File: src/rtl/multi_channel_duration_timer.sv
// Bank of independent note-duration countdown timers sharing one beat tick.
// Each channel counts a loaded beat count down to a done pulse, optionally delayed and auto-reloaded.
module multi_channel_duration_timer #(
  parameter int CHANNELS   = 4,
  parameter int WIDTH      = 6,
  parameter int DONE_DELAY = 0
) (
  input  logic                      clk,
  input  logic                      reset,
  input  logic                      playing,
  input  logic                      beat,
  input  logic [CHANNELS-1:0]       load_new,
  input  logic [CHANNELS*WIDTH-1:0] duration,
  input  logic [CHANNELS-1:0]       auto_reload,
  output logic [CHANNELS-1:0]       done,
  output logic [CHANNELS-1:0]       busy,
  output logic                      any_done
);

  typedef enum logic [1:0] {
    S_IDLE     = 2'd0,
    S_COUNTING = 2'd1,
    S_DONE     = 2'd2
  } state_t;

  state_t           state_q  [CHANNELS];
  state_t           state_d  [CHANNELS];
  logic [WIDTH-1:0] count_q  [CHANNELS];
  logic [WIDTH-1:0] count_d  [CHANNELS];
  logic [WIDTH-1:0] reload_q [CHANNELS];
  logic [WIDTH-1:0] reload_d [CHANNELS];

  logic [CHANNELS-1:0] fire_p0;
  logic [CHANNELS-1:0] fire_out;

  // Saturating decrement: the count floors at zero instead of wrapping.
  function automatic logic [WIDTH-1:0] sat_dec(input logic [WIDTH-1:0] v);
    sat_dec = (v == '0) ? '0 : v - 1'b1;
  endfunction

  always_ff @(posedge clk or negedge reset) begin
    if (!reset) begin
      for (int i = 0; i < CHANNELS; i++) begin
        state_q[i]  <= S_IDLE;
        count_q[i]  <= '0;
        reload_q[i] <= '0;
      end
    end else begin
      for (int i = 0; i < CHANNELS; i++) begin
        state_q[i]  <= state_d[i];
        count_q[i]  <= count_d[i];
        reload_q[i] <= reload_d[i];
      end
    end
  end

  always_comb begin
    for (int i = 0; i < CHANNELS; i++) begin
      state_d[i]  = state_q[i];
      count_d[i]  = count_q[i];
      reload_d[i] = reload_q[i];
      if (playing) begin
        if (load_new[i]) begin
          // A load overrides beat and auto-reload; a zero duration expires on the next cycle.
          count_d[i]  = duration[i*WIDTH +: WIDTH];
          reload_d[i] = duration[i*WIDTH +: WIDTH];
          state_d[i]  = (duration[i*WIDTH +: WIDTH] != '0) ? S_COUNTING : S_DONE;
        end else begin
          case (state_q[i])
            S_COUNTING: begin
              if (beat) begin
                count_d[i] = sat_dec(count_q[i]);
                if (count_q[i] <= WIDTH'(1)) state_d[i] = S_DONE;
              end
            end
            S_DONE: begin
              if (auto_reload[i] && (reload_q[i] != '0)) begin
                count_d[i] = reload_q[i];
                state_d[i] = S_COUNTING;
              end else begin
                state_d[i] = S_IDLE;
              end
            end
            default: state_d[i] = S_IDLE;
          endcase
        end
      end
    end
  end

  always_comb begin
    for (int i = 0; i < CHANNELS; i++) begin
      busy[i]    = (state_q[i] == S_COUNTING);
      fire_p0[i] = (state_q[i] == S_DONE);
    end
  end

  // fire_p0 -> optional playing-gated delay stages -> fire_out
  generate
    if (DONE_DELAY == 0) begin : g_no_delay
      assign fire_out = fire_p0;
    end else begin : g_delay
      logic [CHANNELS-1:0] fire_dly [DONE_DELAY];

      always_ff @(posedge clk or negedge reset) begin
        if (!reset) begin
          for (int k = 0; k < DONE_DELAY; k++) fire_dly[k] <= '0;
        end else if (playing) begin
          fire_dly[0] <= fire_p0;
          for (int k = 1; k < DONE_DELAY; k++) fire_dly[k] <= fire_dly[k-1];
        end
      end

      assign fire_out = fire_dly[DONE_DELAY-1];
    end
  endgenerate

  assign done     = {CHANNELS{playing}} & fire_out;
  assign any_done = |done;

endmodule
File: config.mk
export PLATFORM = sky130hd
export DESIGN_NAME = multi_channel_duration_timer
export DESIGN_NICKNAME = d
export VERILOG_FILES = /design/src/rtl/multi_channel_duration_timer.sv
export SDC_FILE = /design/constraint.sdc
export NUM_CORES = 1
export LEC_CHECK = 0
export CAP_MARGIN = 20
export CORE_MARGIN = 1.5
export CORE_UTILIZATION = 55
export DETAILED_ROUTE_END_ITERATION = 8
export GPL_TIMING_DRIVEN = 1
export PLACE_DENSITY = 0.8
export SYNTH_ARGS = -nofsm -noshare
export SYNTH_HDL_FRONTEND = slang
export SYNTH_SLANG_ARGS = --single-unit
File: constraint.sdc
create_clock -name clk -period 2.8 [get_ports clk]
set_input_delay 0.28 -clock clk [delete_from_list [all_inputs] [get_ports clk]]
set_output_delay 0.28 -clock clk [all_outputs]
set_load 0.005 [all_outputs]
==> metrics.txt, run 1 <==
power consumption=2.78 mW; EDFF count, synth=0; H-tree depth=2; TritonCTS Buffers=5; Yosys top cell by area=dfrtp_1; most instantiated cells after synthesis=dfrtp_1, nand2_1, a21oi_1, nor2_1, mux2_2; Reg clk slew, reported paths=0.10 ns; min Tclk post-route=2.19 ns; largest net degree at the start of global routing=24; most frequent cell after synthesis=dfrtp_1; Worst-Skew Late Latency=0.30 ns; RSZ-0062 raised after global routing=no; Reg2Reg Depth=4; clk_skew=0.00610 ns; Root Buffer=clkbuf_8; die width=82.3 microns; routed length per instance=15.1 microns; Max-slew headroom=55.2%; synthesis-to-finish area growth=17.9%; fin area=4070 sq um; reg2reg start=reload_q[20]; Seq/Total Area, Yosys=40.6%; Worst path slowest cell=clkdlybuf4s50_1; dpl cells=490; final setup vio count=0; Reg2Reg Setup Slack=0.67 ns; Layout fillers=499; Area contributors post-synth=dfrtp_1, mux2_2, a21oi_1; crit-path max FO=12; number of synthesized register bits=56; routed wire length=7540 microns; area of the core=5990 sq um; WP depth=4; ANT cells=0; final non-filler cell total=498; Initial Utilization=57.7%; measured slew at the worst slew-check pin=0.666 ns; Slew Limit Fails=0; Hold Crit Class=in2async; IO Pins=45; die area=6770 sq um; GR Overflow Total=0; critical path startpoint=state_q[3]; first-pass GRT wire length=12800 microns; Util after Layout=68.0%; vias per cell=5.92; crit share post-route=78.0%; Post-Syn Area=3450 sq um; Max Clk Rate=0.458 GHz; DRC Markers=0; Top delay family on crit path=buffers and inverters; layout cells sized above 1=11.3%; Leak=1.71 nW; detailed placement HPWL=5780 microns; Setup TNS Final=0 ns; PwrDens=683 nW/um^2; Hold Fails Final Rpt=0; share of flip-flops with an asynchronous set or reset=100%; synth unique cells=44; crit path capture type=output port; Pre-antenna DRT Iters=6; DRT iter0 DRCs=129; Tot GR Track Use=24.4%; row cnt=28; Worst Setup Path Type=reg2out; synthesized area per cell=9.19 sq um; run status=finished clean; Ys Warns=0; top-area cell type share of the netlist area=40.6%; RePlAce Congestion=0.896; clock buffer depth=2; Sink Count=56; WP buf/inv=2; Syn Nets=420; CTS-repair resized insts=0; CTS tree=built; CP peak stage delay=0.45 ns; vias in the first global route=2702; Post-DRT Antenna Nets=0; placed inst area=3980 sq um; DP Worst Slack=0.591 ns; Final #Nets=467; Critical Path RT=2.52 ns; Min Hold Slack=0.422 ns; final worst setup slack=0.615 ns; Vias=2948; Worst EP arrival=1.91 ns; critical path, cell by cell=nor2b_1 > buf_4 > o41a_1 > clkdlybuf4s50_1; Max VDD drop=317 uV; Synth Flop Type=dfrtp_1; Die Y-Extent=82.3 microns; Port Buf Inserts=44; Max Cap Viol=0; initial antenna violation count=0; startpoint type of the worst setup path=register; worst r2r dst=count_q[20]; Post-Syn Instances=376
final cells by class:
cell class / count / area, sq um / area share (%)
Sequential cell: 56 / 1400 / 34.4
Inverter: 19 / 71.3 / 1.75
Clock buffer: 6 / 72.6 / 1.78
Tap cell: 75 / 93.8 / 2.30
Multi-Input combinational cell: 286 / 1910 / 46.8
Clock inverter: 1 / 5.00 / 0.123
Timing Repair Buffer: 55 / 520 / 12.8
how the worst max path moves through the flow:
stage / slack (ns) / to
global placement: 0.62 / count_q[3]
detailed placement: 0.59 / count_q[3]
CTS: 0.60 / any_done
finish: 0.61 / any_done
floorplan: 0.99 / count_q[20]
global route: 0.56 / any_done
cell families (layout without fill, tap and decap cells):
logic type / after synthesis / after routing / synth area share (%)
AOI/OAI and AO/OA: 110 / 110 / 21.3
xor gates and xnor gates: 4 / 4 / 1.01
adders and majority gates: 8 / 8 / 2.90
buffers and inverters: 34 / 81 / 4.24
DFF: 56 / 56 / 40.6
muxes: 32 / 32 / 10.2
and+or+nand+nor: 132 / 132 / 19.8
layout by cell type, fill, tap and decap left out, drive strengths merged, types with 3 or more instances in the layout:
cell type	instances
o21ai	23
o311a	3
ha	8
dfrtp	56
inv	19
or4	4
a211oi	9
a21oi	32
buf	11
mux2i	6
a31oi	4
clkbuf	6
nand2	33
a211o	3
mux2	26
o31ai	20
nor3	8
nand2b	15
a21o	3
nor3b	5
nor4	9
clkdlybuf4s50	43
nor2b	16
nor2	29
and2	7
registers in the layout, summed over array words and instances (netlist names):
name,flops
count_q,24
reload_q,24
state_q,8
power by group:
group          internal, mW  switching [mW]  leakage (nW)
registers              1.03           0.249         0.667
logic                 0.553           0.535         0.999
clock network         0.171           0.243        0.0410
total                  1.75            1.03          1.71
metal layers:
layer | up-vias | share of wire, % | global-route usage (%)
met5 | - | 0 | 0
met4 | 0 | 0.77 | 5.93
met3 | 6 | 4.2 | 3.41
met2 | 87 | 50 | 40.4
met1 | 1406 | 45 | 33.6
li1 | 1449 | - | -
repair_timing:
action                    in CTS  in global routing
hold endpoints to repair      13                  0
buffers inserted               0                  0
hold buffers                   1                  0
No activity file was read; power rests on OpenSTA's default activity.
==> run 2: changes to the inputs <==
==> constraint.sdc (replaced) <==
create_clock -name clk -period 2.15 [get_ports clk]
set_input_delay 0.215 -clock clk [delete_from_list [all_inputs] [get_ports clk]]
set_output_delay 0.215 -clock clk [all_outputs]
set_load 0.005 [all_outputs]
==> run 2 against run 1 <==
Against the previous run:
- utilization increased by 1.5 points
- via count up 3.0%
- clock power up 49%
- clock skew grew 0.0054 ns
- combinational power up 32%
- sequential power is 30% higher
- flip-flop and latch count stayed put
- register-to-register slack lost 0.47 ns
- final cell count rose by 1.8%
==> metrics.txt, run 2 (synthesized netlist as in run 1, its figures left out) <==
startpoint type of the worst setup path=register; CP peak stage delay=0.51 ns (+0.06 ns); PwrDens=895 nW/um^2 (+31%); routing usage on met1=34.6% (+0.93 points); Layout fillers=453 (-9.2%); routed wire length=7640 microns (+1.4%); Root Buffer=clkbuf_8; critical path, cell by cell=nor2b_1 > buf_4 > and2_1 > clkdlybuf4s50_1; Leak=1.75 nW (+2.7%); Worst EP arrival=1.79 ns (-0.12 ns); Comb power frac=38.6% (-0.5 points); RSZ-0062 raised after global routing=no; Reg2Reg Setup Slack=0.20 ns (-0.47 ns); Sink Count=56 (unchanged); Clock power frac=16.5% (+1.6 points); Vias=3036 (+3.0%); Reg2Reg Depth=4 (unchanged); Worst path slowest cell=clkdlybuf4s50_1; most frequent cells in the layout=dfrtp_1, clkdlybuf4s50_1, nand2_1; vias in the first global route=2788 (+3.2%); Die Y-Extent=82.3 microns (unchanged); Post-DRT Antenna Nets=0 (unchanged); Final #Nets=475 (+1.7%); RePlAce Congestion=0.831 (-7.3%); H-tree depth=2 (unchanged); routed length per instance=15.1 microns (-0.45%); GR Overflow Total=0 (unchanged); vias per cell=5.99 (+1.2%); initial antenna violation count=0 (unchanged); TritonCTS Buffers=5 (unchanged); Worst-Skew Late Latency=0.31 ns (about the same); crit share post-route=93.1%; Initial Utilization=57.7% (unchanged); Post-CTS Setup Repair Bufs=0 (unchanged); clock buffer depth=2 (unchanged); placed inst area=4060 sq um (+1.8%); switching share of power=36.9% (about the same); Max VDD drop=534 uV (+68%); Hold Fails Final Rpt=0 (unchanged); Reg power frac=44.9% (-1.1 points); crit-path max FO=8 (-4); Pre-antenna DRT Iters=5 (-1); final setup vio count=0 (unchanged); CTS tree=built; Max Clk Rate=0.500 GHz; fin area=4160 sq um (+2.2%); commonest non-fill, non-tap cell in the layout=dfrtp_1; Reg clk slew, reported paths=0.10 ns (about the same); Max-slew headroom=46.9% (-8.3 points); min Tclk post-route=2.00 ns; internal power=2.35 mW (+34%); row cnt=28 (unchanged); Setup TNS Final=0 ns (unchanged); crit path capture type=output port; die area=6770 sq um (unchanged); Max Cap Viol=0 (unchanged); clk_skew=0.0115 ns (+0.00542 ns); synthesis-to-finish area growth=20.4%; ANT cells=0 (unchanged); Tot GR Track Use=24.6% (+0.25 points); Most Crowded Layer GR=met2; first-pass GRT wire length=12800 microns (+0.60%); area of the core=5990 sq um (unchanged); IO Pins=45 (unchanged); run status=finished clean; Worst Setup Path Type=reg2out; met2 Usage GRT=38.9% (-1.5 points); die width=82.3 microns (unchanged); Critical Path RT=1.93 ns (-0.59 ns); largest net degree at the start of global routing=31 (+29%); leading registers by flop count=count_q (24), reload_q (24), state_q (8); M3 GR Usage=4.07% (+0.66 points); Port Buf Inserts=44 (unchanged); net switching power=1.38 mW (+34%); reg2reg start=reload_q[12]; Min Hold Slack=0.451 ns (+0.0292 ns); worst r2r dst=count_q[14]; DRC Markers=0 (unchanged); Hold Crit Class=in2async; DRT iter0 DRCs=190 (+47%); Slew Limit Fails=0 (unchanged); layout cells sized above 1=13.2% (+1.8 points); detailed placement HPWL=5800 microns (+0.47%); measured slew at the worst slew-check pin=0.792 ns (+0.127 ns)
==> run 2: cell types whose count changed in the layout (fill, tap and decap cells not counted), sizes merged <==
cell,previous run,this run
clkbuf,6,7
clkinv,1,0
buf,11,19
clkinvlp,0,1
==> run 2: routing by layer <==
| metal | wire, microns | part of all wire, % |
|---|---|---|
| met1 | 3550 | 46 |
| met4 | 118 | 1.5 |
| met3 | 385 | 5.0 |
| met2 | 3590 | 47 |
| met5 | 0 | 0 |
==> run 2: per-stage QoR <==
| stage | instances | total power [mW] | util [%] | worst slack [ns] |
|---|---|---|---|---|
| after floorplan | 376 | 2.63 | - | 0.342 |
| after global placement | 498 | 3.06 | 67.7 | 0.227 |
| after detailed placement | 498 | 3.12 | 67.7 | 0.149 |
| after CTS | 507 | 3.74 | 69.4 | 0.144 |
| after global routing | 507 | 4.01 | 69.4 | 0.0430 |
| final | 507 | 3.72 | 69.4 | 0.149 |
==> run 2: what timing repair did <==
action                                  CTS  global route
endpoints found under the hold margin    26             0
hold buffers                              1             0
endpoints found under the setup margin    0             0
resized for setup                         0             0
==> run 2: worst max-delay path: cells and delay by family (launching register included) <==
family,cells,cell delay [ns]
buffers and inverters,2,0.71
flip-flops,1,0.39
AND/OR/NAND/NOR,2,0.38
==> run 2: how the worst max path moves through the flow <==
stage | startpoint | to | slack, ns
after floorplan | reload_q[20] | count_q[20] | 0.34
after global placement | playing | count_q[11] | 0.23
after detailed placement | beat | count_q[8] | 0.15
after CTS | state_q[3] | any_done | 0.14
after global routing | state_q[5] | done[1] | 0.04
final | state_q[5] | done[1] | 0.15
==> run 2: power groups by stage <==
stage               sequential, mW  combinational [mW]  clock (mW)
floorplan                     1.59                1.04           0
global placement              1.67                1.40           0
CTS                           1.67                1.44       0.633
finish                        1.67                1.44       0.615
detailed placement            1.69                1.43           0
global route                  1.72                1.62       0.666
==> run 2: final cells by class <==
cell class / count / area [sq um] / area share [%]
clock buffers: 7 / 86.3 / 2.08
multi-input cells: 286 / 1910 / 45.8
clock inverters: 1 / 7.51 / 0.180
inverters: 19 / 71.3 / 1.71
repair buffers: 63 / 593 / 14.3
well taps: 75 / 93.8 / 2.26
flip-flops and latches: 56 / 1400 / 33.7
==> run 3: changes to the inputs <==
--- a/config.mk
+++ b/config.mk
@@ -11,6 +11,8 @@
 export DETAILED_ROUTE_END_ITERATION = 8
 export GPL_TIMING_DRIVEN = 1
 export PLACE_DENSITY = 0.8
+export REMOVE_ABC_BUFFERS = 1
+export SLEW_MARGIN = 10
 export SYNTH_ARGS = -nofsm -noshare
 export SYNTH_HDL_FRONTEND = slang
 export SYNTH_SLANG_ARGS = --single-unit
==> run 3 against run 2 <==
Against the previous run:
- flip-flop and latch count stayed put
- clock skew is 0.0062 ns lower
- first-iteration DRC count is 12% lower
- utilization is 0.15 points lower
- worst hold slack worse by 0.42 ns
- sequential power hardly changed
- combinational power hardly changed
- die area stayed put
==> metrics.txt, run 3 (synthesized netlist as in run 1, its figures left out) <==
TritonCTS Buffers=5 (unchanged); leading registers by flop count=count_q (24), reload_q (24), state_q (8); worst r2r dst=count_q[20]; Sink Count=56 (unchanged); DRT iter0 DRCs=167 (-12%); final non-filler cell total=507 (unchanged); PwrDens=903 nW/um^2 (+0.95%); Min Hold Slack=0.0323 ns (-0.419 ns); Max Clk Rate=0.490 GHz (-2.0%); clk_skew=0.00528 ns (-0.00624 ns); Max-slew headroom=52.1% (+5.2 points); critical path, cell by cell=or4_1 > o311a_1 > o21bai_4 > mux2_2; Hold Fails Final Rpt=0 (unchanged); synthesis-to-finish area growth=20.2%; Post-CTS Setup Repair Bufs=0 (unchanged); min Tclk post-route=2.04 ns (+0.0401 ns); Final #Nets=475 (unchanged); Root Buffer=clkbuf_8; Reg clk slew, reported paths=0.10 ns (about the same); Slew Limit Fails=0 (unchanged); reg2reg start=reload_q[20]; ANT cells=0 (unchanged); commonest non-fill, non-tap cell in the layout=dfrtp_1; Initial Utilization=57.7% (unchanged); Max VDD drop=500 uV (-6.4%); layout cells sized above 1=13.7% (+0.46 points); IO Pins=45 (unchanged); CP peak stage delay=0.55 ns (+0.04 ns); crit-path max FO=8 (unchanged); critical path startpoint=reload_q[20]; Max Cap Viol=0 (unchanged); initial antenna violation count=0 (unchanged); CTS tree=built; Leak=1.76 nW (+0.22%); final setup vio count=0 (unchanged); die area=6770 sq um (unchanged); Reg2Reg Depth=4 (unchanged); # hold bufs at CTS=0 (-1); RSZ-0062 raised after global routing=no; most frequent cells in the layout=dfrtp_1, clkdlybuf4s50_1, nand2_1; routed wire length=7830 microns (+2.4%); power consumption=3.75 mW (+0.74%); routed length per instance=15.4 microns (+2.4%); largest net degree at the start of global routing=57 (+84%); Setup TNS Final=0 ns (unchanged); Hold Crit Class=in2async; CTS-repair resized insts=0 (unchanged); Worst EP arrival=2.24 ns (+0.45 ns); H-tree depth=2 (unchanged); clock buffer depth=2 (unchanged); GR Overflow Total=0 (unchanged); Pre-antenna DRT Iters=4 (-1); RePlAce Congestion=0.840 (+0.99%); Tot GR Track Use=25.8% (+1.2 points); detailed placement HPWL=5870 microns (+1.1%); crit share post-route=94.9% (+1.9 points); Worst path slowest cell=or4_1; vias per cell=5.90 (-1.5%); area of the core=5990 sq um (unchanged); DRC Markers=0 (unchanged); die width=82.3 microns (unchanged); startpoint type of the worst setup path=register; run status=finished clean; Critical Path RT=2.35 ns (+0.42 ns); Die Y-Extent=82.3 microns (unchanged); Post-DRT Antenna Nets=0 (unchanged); vias in the first global route=2928 (+5.0%); Worst Setup Path Type=reg2reg; final worst setup slack=0.109 ns (-0.0401 ns); DP Worst Slack=0.0984 ns (-0.0504 ns); dpl cells=499 (+0.20%); first-pass GRT wire length=13700 microns (+6.9%); measured slew at the worst slew-check pin=0.719 ns (-0.0736 ns); Worst-Skew Late Latency=0.31 ns (about the same); crit path capture type=register; Reg2Reg Setup Slack=0.11 ns (-0.09 ns); row cnt=28 (unchanged); crit path capture=count_q[20]; Vias=2989 (-1.5%); Port Buf Inserts=44 (unchanged)
==> run 3: cell count changes in the layout (fill, tap and decap cells not counted), sizes merged <==
cell / delta
clkinv: +2
buf: +1
clkbuf: -1
clkinvlp: -1
dlygate4sd3: -1
==> run 3: report_power, final <==
part	internal, mW	leakage [nW]	switching [mW]	total [mW]
Combinational	0.745	1.04	0.717	1.46
Sequential	1.34	0.667	0.339	1.68
Clock	0.258	0.0510	0.349	0.608
==> run 3: how the worst min path moves through the flow <==
stage / to / from / slack, ns
2_1_floorplan: count_q[0] / reset / -0.08
3_3_place_gp: reload_q[7] / reset / 0.40
3_5_place_dp: reload_q[7] / reset / 0.40
4_1_cts: reload_q[7] / reset / 0.06
5_1_grt: reload_q[7] / reset / 0.12
6_report: reload_q[6] / reset / 0.03
==> run 3: critical path: cells and delay by family (launching register included) <==
kind	cells	cell delay [ns]
flip-flops	1	0.41
multiplexers	1	0.36
AND/OR/NAND/NOR	1	0.55
AO/OA/AOI/OAI	2	0.62
==> run 3: layer usage <==
| layer | GRT usage, % | wire length [microns] |
|---|---|---|
| met2 | 42.0 | 3720 |
| met5 | 0 | 0 |
| met1 | 36.8 | 3690 |
| met3 | 3.63 | 356 |
| met4 | 4.92 | 62 |
==> run 3: metrics by stage <==
stage               util, %  instance area [sq um]
floorplan                 -                   3380
global placement       67.6                   4050
detailed placement     67.6                   4050
CTS                    69.2                   4140
global route           69.3                   4150
finish                 69.3                   4150
==> run 3: final cells by class <==
cell class / count / area (sq um)
tap: 75 / 93.8
sequential: 56 / 1400
clock inverter: 2 / 10.0
inverter: 19 / 71.3
multi-input combinational: 286 / 1910
timing repair buffer: 63 / 578
fill: 480 / 1840
clock buffer: 6 / 82.6
==> edit 1: new RTL, flow settings as in run 2 <==
The parameter `WIDTH` goes from 6 to 8.
--- a/src/rtl/multi_channel_duration_timer.sv
+++ b/src/rtl/multi_channel_duration_timer.sv
@@ -3,5 +3,5 @@
 module multi_channel_duration_timer #(
   parameter int CHANNELS   = 4,
-  parameter int WIDTH      = 6,
+  parameter int WIDTH      = 8,
   parameter int DONE_DELAY = 0
 ) (
Interface: changed (resized duration); port bits go from 45 to 53. No check against the original RTL was run, so the function may have changed too.
==> edit 1 against run 2 <==
Sequential cell count is 16 higher. Power increased by 32%. Global-route usage is 3.7 points higher. Utilization is 0.13 points lower. Synthesized area increased by 27%. Final area grew 29%. Setup slack lost 0.020 ns. Via count grew 34%. Routed wire length grew 47%. Largest cell class unchanged. Highest routed layer unchanged.
==> edit 1: results (changes against run 2) <==
The flow ran to the end, and the final reports show no timing, DRC or antenna violations. The logs give 50 (+14%) for the count of unique library cells instantiated by Yosys and 593 (+31%) for the layout filler cell count. The tools report the total CTS buffers as 9 (+4).

The largest registers in the layout are count_q: 32 flops, reload_q: 32 flops, state_q: 8 flops. The number of vias per cell after detailed routing was 6.229 (+4.0%). The proportion of synthesized chip area in sequential cells came out at 41.13% (+0.57 points).

Post-synth net total: 533 (+27%). Starting DRC count in detailed routing: 313 (+65%). Number of nets in the finished design: 604 (+27%). The area share of xor/xnor cells in the synthesized design is 0.7998% (-0.21 points). The final weighted congestion in routability-driven placement is 0.9061 (+9.0%). The static leakage power was 2.220 nW (+27%); the number of buffers added on ports was 52 (+18%). The critical path arrival is 1.81 ns (+0.02 ns), and the final worst clock skew is 0.007422 ns (-0.004098 ns).

The adder-cell share of the synthesized area is 3.428% (+0.53 points), and the multiplexer fraction of the synthesized cell area is 9.740% (-0.47 points). The total track usage was 28.31% (+3.7 points). The fraction of the mapped netlist area in compound gates came out at 23.28% (+2.0 points). The number of global-route vias before repair is 3935 (+41%).

Ranked by instance count, the synthesized netlist is headed by sky130_fd_sc_hd__dfrtp_1 (72), sky130_fd_sc_hd__o21ai_0 (43), sky130_fd_sc_hd__nor2_1 (39), sky130_fd_sc_hd__mux2_2 (35), sky130_fd_sc_hd__nand2_1 (34). The post-DP HPWL was 8379 um (+44%). The logs give 0.35 ns (+0.04 ns) for the worst-skew pair later-pin latency and 3 (+1) for the H-tree level count.

The biggest fanout along the worst timing path came out at 4 (-4).
[edit 1: through the flow]
step           std cells  worst slack [ns]  cell area, um^2  utilization, %
3_5_place_dp         638            0.1232             5149           66.63
4_1_cts              655            0.1185             5356           69.32
6_report             655            0.1293             5356           69.32
3_3_place_gp         638            0.1727             5149           66.63
5_1_grt              655           0.05099             5356           69.32
2_1_floorplan        477            0.2751             4380               -
[edit 1: layout make-up]
cell class	count	area, um^2	area share (%)
tap	102	127.6	2.383
inverter	21	78.83	1.472
multi-input combinational	368	2440	45.55
sequential	72	1802	33.64
timing repair buffer	76	710.7	13.27
clock buffer	11	141.4	2.640
clock inverter	5	56.30	1.051
[edit 1: worst paths after layout]
| kind | start | endpoint | slack, ns | cells after the start |
|---|---|---|---|---|
| worst max-delay path | state_q[3] | any_done | 0.13 | 3 |
| worst min-delay path | reset | reload_q[13] | 0.37 | 2 |
| worst max register to register | count_q[16] | count_q[23] | 0.15 | 4 |
| worst min register to register | state_q[2] | state_q[2] | 0.52 | 2 |
| max in group asynchronous | reset | reload_q[28] | 1.12 | 3 |
| min in group clk | duration[30] | count_q[6] | 0.51 | 3 |
[edit 1: worst max-delay path, cell delays in order, from the launching register on]
cell and delay [ns]:
sky130_fd_sc_hd__dfrtp_1 0.39, sky130_fd_sc_hd__nor2b_1 0.17, sky130_fd_sc_hd__o41a_1 0.43, sky130_fd_sc_hd__clkdlybuf4s50_1 0.46
[edit 1: where the power goes]
part / switching, mW / leakage (nW) / internal (mW) / total, mW
registers: 0.403 / 0.847 / 1.72 / 2.12
clock network: 0.534 / 0.0993 / 0.566 / 1.10
logic: 0.858 / 1.27 / 0.831 / 1.69
[edit 1: per-layer routing]
metal  track usage, %  part of all wire [%]
met5                0                     0
met1            39.49                    45
met3            5.058                   7.5
met2            44.38                    46
met4            9.744                   2.1
==> edit 2: new RTL, flow settings as in run 2 <==
Made on the original files. Put a register stage on the output `any_done`, with the module's reset. The value now appears one clock later. The other outputs are not delayed to match.
--- a/src/rtl/multi_channel_duration_timer.sv
+++ b/src/rtl/multi_channel_duration_timer.sv
@@ -117,5 +117,11 @@
 
   assign done     = {CHANNELS{playing}} & fire_out;
-  assign any_done = |done;
+  always_ff @(posedge clk or negedge reset) begin
+    if (!reset) begin
+      any_done <= '0;
+    end else begin
+      any_done <= |done;
+    end
+  end
 
 endmodule
Check against the original RTL: not equivalent (Yosys sat finds a counterexample within 4 cycles, from zero or initial values and one cycle with reset low).
==> edit 2 against run 2 <==
Final area is 2.7% higher. Routed wire length is 7.1% higher. Count of clock-buffer cells in the layout is 5 higher. Highest routed layer unchanged. Critical endpoint is now count_q[14]. Setup slack better by 0.045 ns. First-iteration DRC count is 21% lower. Die area is 0.71% higher. Global-route usage is 1.8 points higher. Sequential cell count is 1 higher. Power is 12% higher. Non-clock buffer count stayed put. Utilization is 1.4 points higher. Synthesized area is 0.72% higher. Clock power is 66% higher.
==> edit 2: results (changes against run 2) <==
The run finished with clean final reports. The total track usage came out at 26.42% (+1.8 points). The run gives 3080 (+1.4%) as the total number of vias. For the routing usage on met2, the log shows 40.89% (+2.0 points). The most critical setup path has its startpoint at reload_q[12].

The logs give 151 (-21%) for the starting DRC count in detailed routing and 5846 um (+0.73%) for the post-DP HPWL. The logs give 3 (+1) for the H-tree level count and 0.004076 mm^2 (+0.49%) for the cell area reported after detailed placement. Met3 track utilization from global routing: 6.044% (+2.0 points). The routed metal-1 wirelength is 3746 um (+5.5%), and the fmax is 0.5112 GHz (+2.3%). Following the worst setup path forward leads to its endpoint at count_q[14]. The worst-skew pair later-pin latency is 0.34 ns (+0.03 ns).

The delay of the slowest cell on the worst path is 0.55 ns (+0.04 ns). The clock transition time at the flip-flop clock pins of the worst setup and hold paths was 0.06 ns (-0.04 ns); the critical path arrival was 2.18 ns (+0.39 ns). The number of nets in the finished design is 480 (+1.1%), and the total met3 wirelength after detailed routing is 482 um (+25%). The static leakage power was 1.821 nW (+3.9%).

The final cell count without fillers is 515 (+1.6%), and the total CTS buffers is 9 (+4). The kind of cell with the highest combined delay along the critical path is simple AND/OR/NAND/NOR gates. The worst slack at placement came out at 0.1050 ns (-0.04378 ns).

The worst slew slack as a fraction of its limit is 44.59% (-2.3 points). The smallest hold slack was 0.01694 ns (-0.4341 ns). Slowest stage cell on the critical path: sky130_fd_sc_hd__or4_4.

The logs give 13580 um (+5.8%) for the wire length of the first global-routing pass and 421 (+0.24%) for the post-synth net total. The run gives 377 (+0.27%) as the post-synthesis cell count.
[edit 2: cell count changes after synthesis]
cell / before / now
sky130_fd_sc_hd__dfrtp_1: 56 / 57
[edit 2: cell families after synthesis]
kind of cell	Yosys count	share of synthesized area (%)
AO/OA/AOI/OAI	110	21.14
XOR/XNOR	4	1.007
adder cells (fa/ha/maj)	8	2.877
buffers and inverters	34	4.207
flip-flops	57	40.99
multiplexers	32	10.14
AND/OR/NAND/NOR	132	19.63
[edit 2: report_power, final]
group | total [mW] | switching, mW | internal (mW) | leakage, nW
logic | 1.46 | 0.712 | 0.750 | 1.04
clock network | 1.02 | 0.427 | 0.588 | 0.102
registers | 1.71 | 0.339 | 1.37 | 0.681
[edit 2: layout make-up]
cell class / count / share of cell area, %
sequential: 57 / 33.39
multi-input combinational: 286 / 44.64
tap: 75 / 2.197
inverter: 19 / 1.670
clock inverter: 3 / 0.9373
clock buffer: 12 / 3.632
timing repair buffer: 63 / 13.53
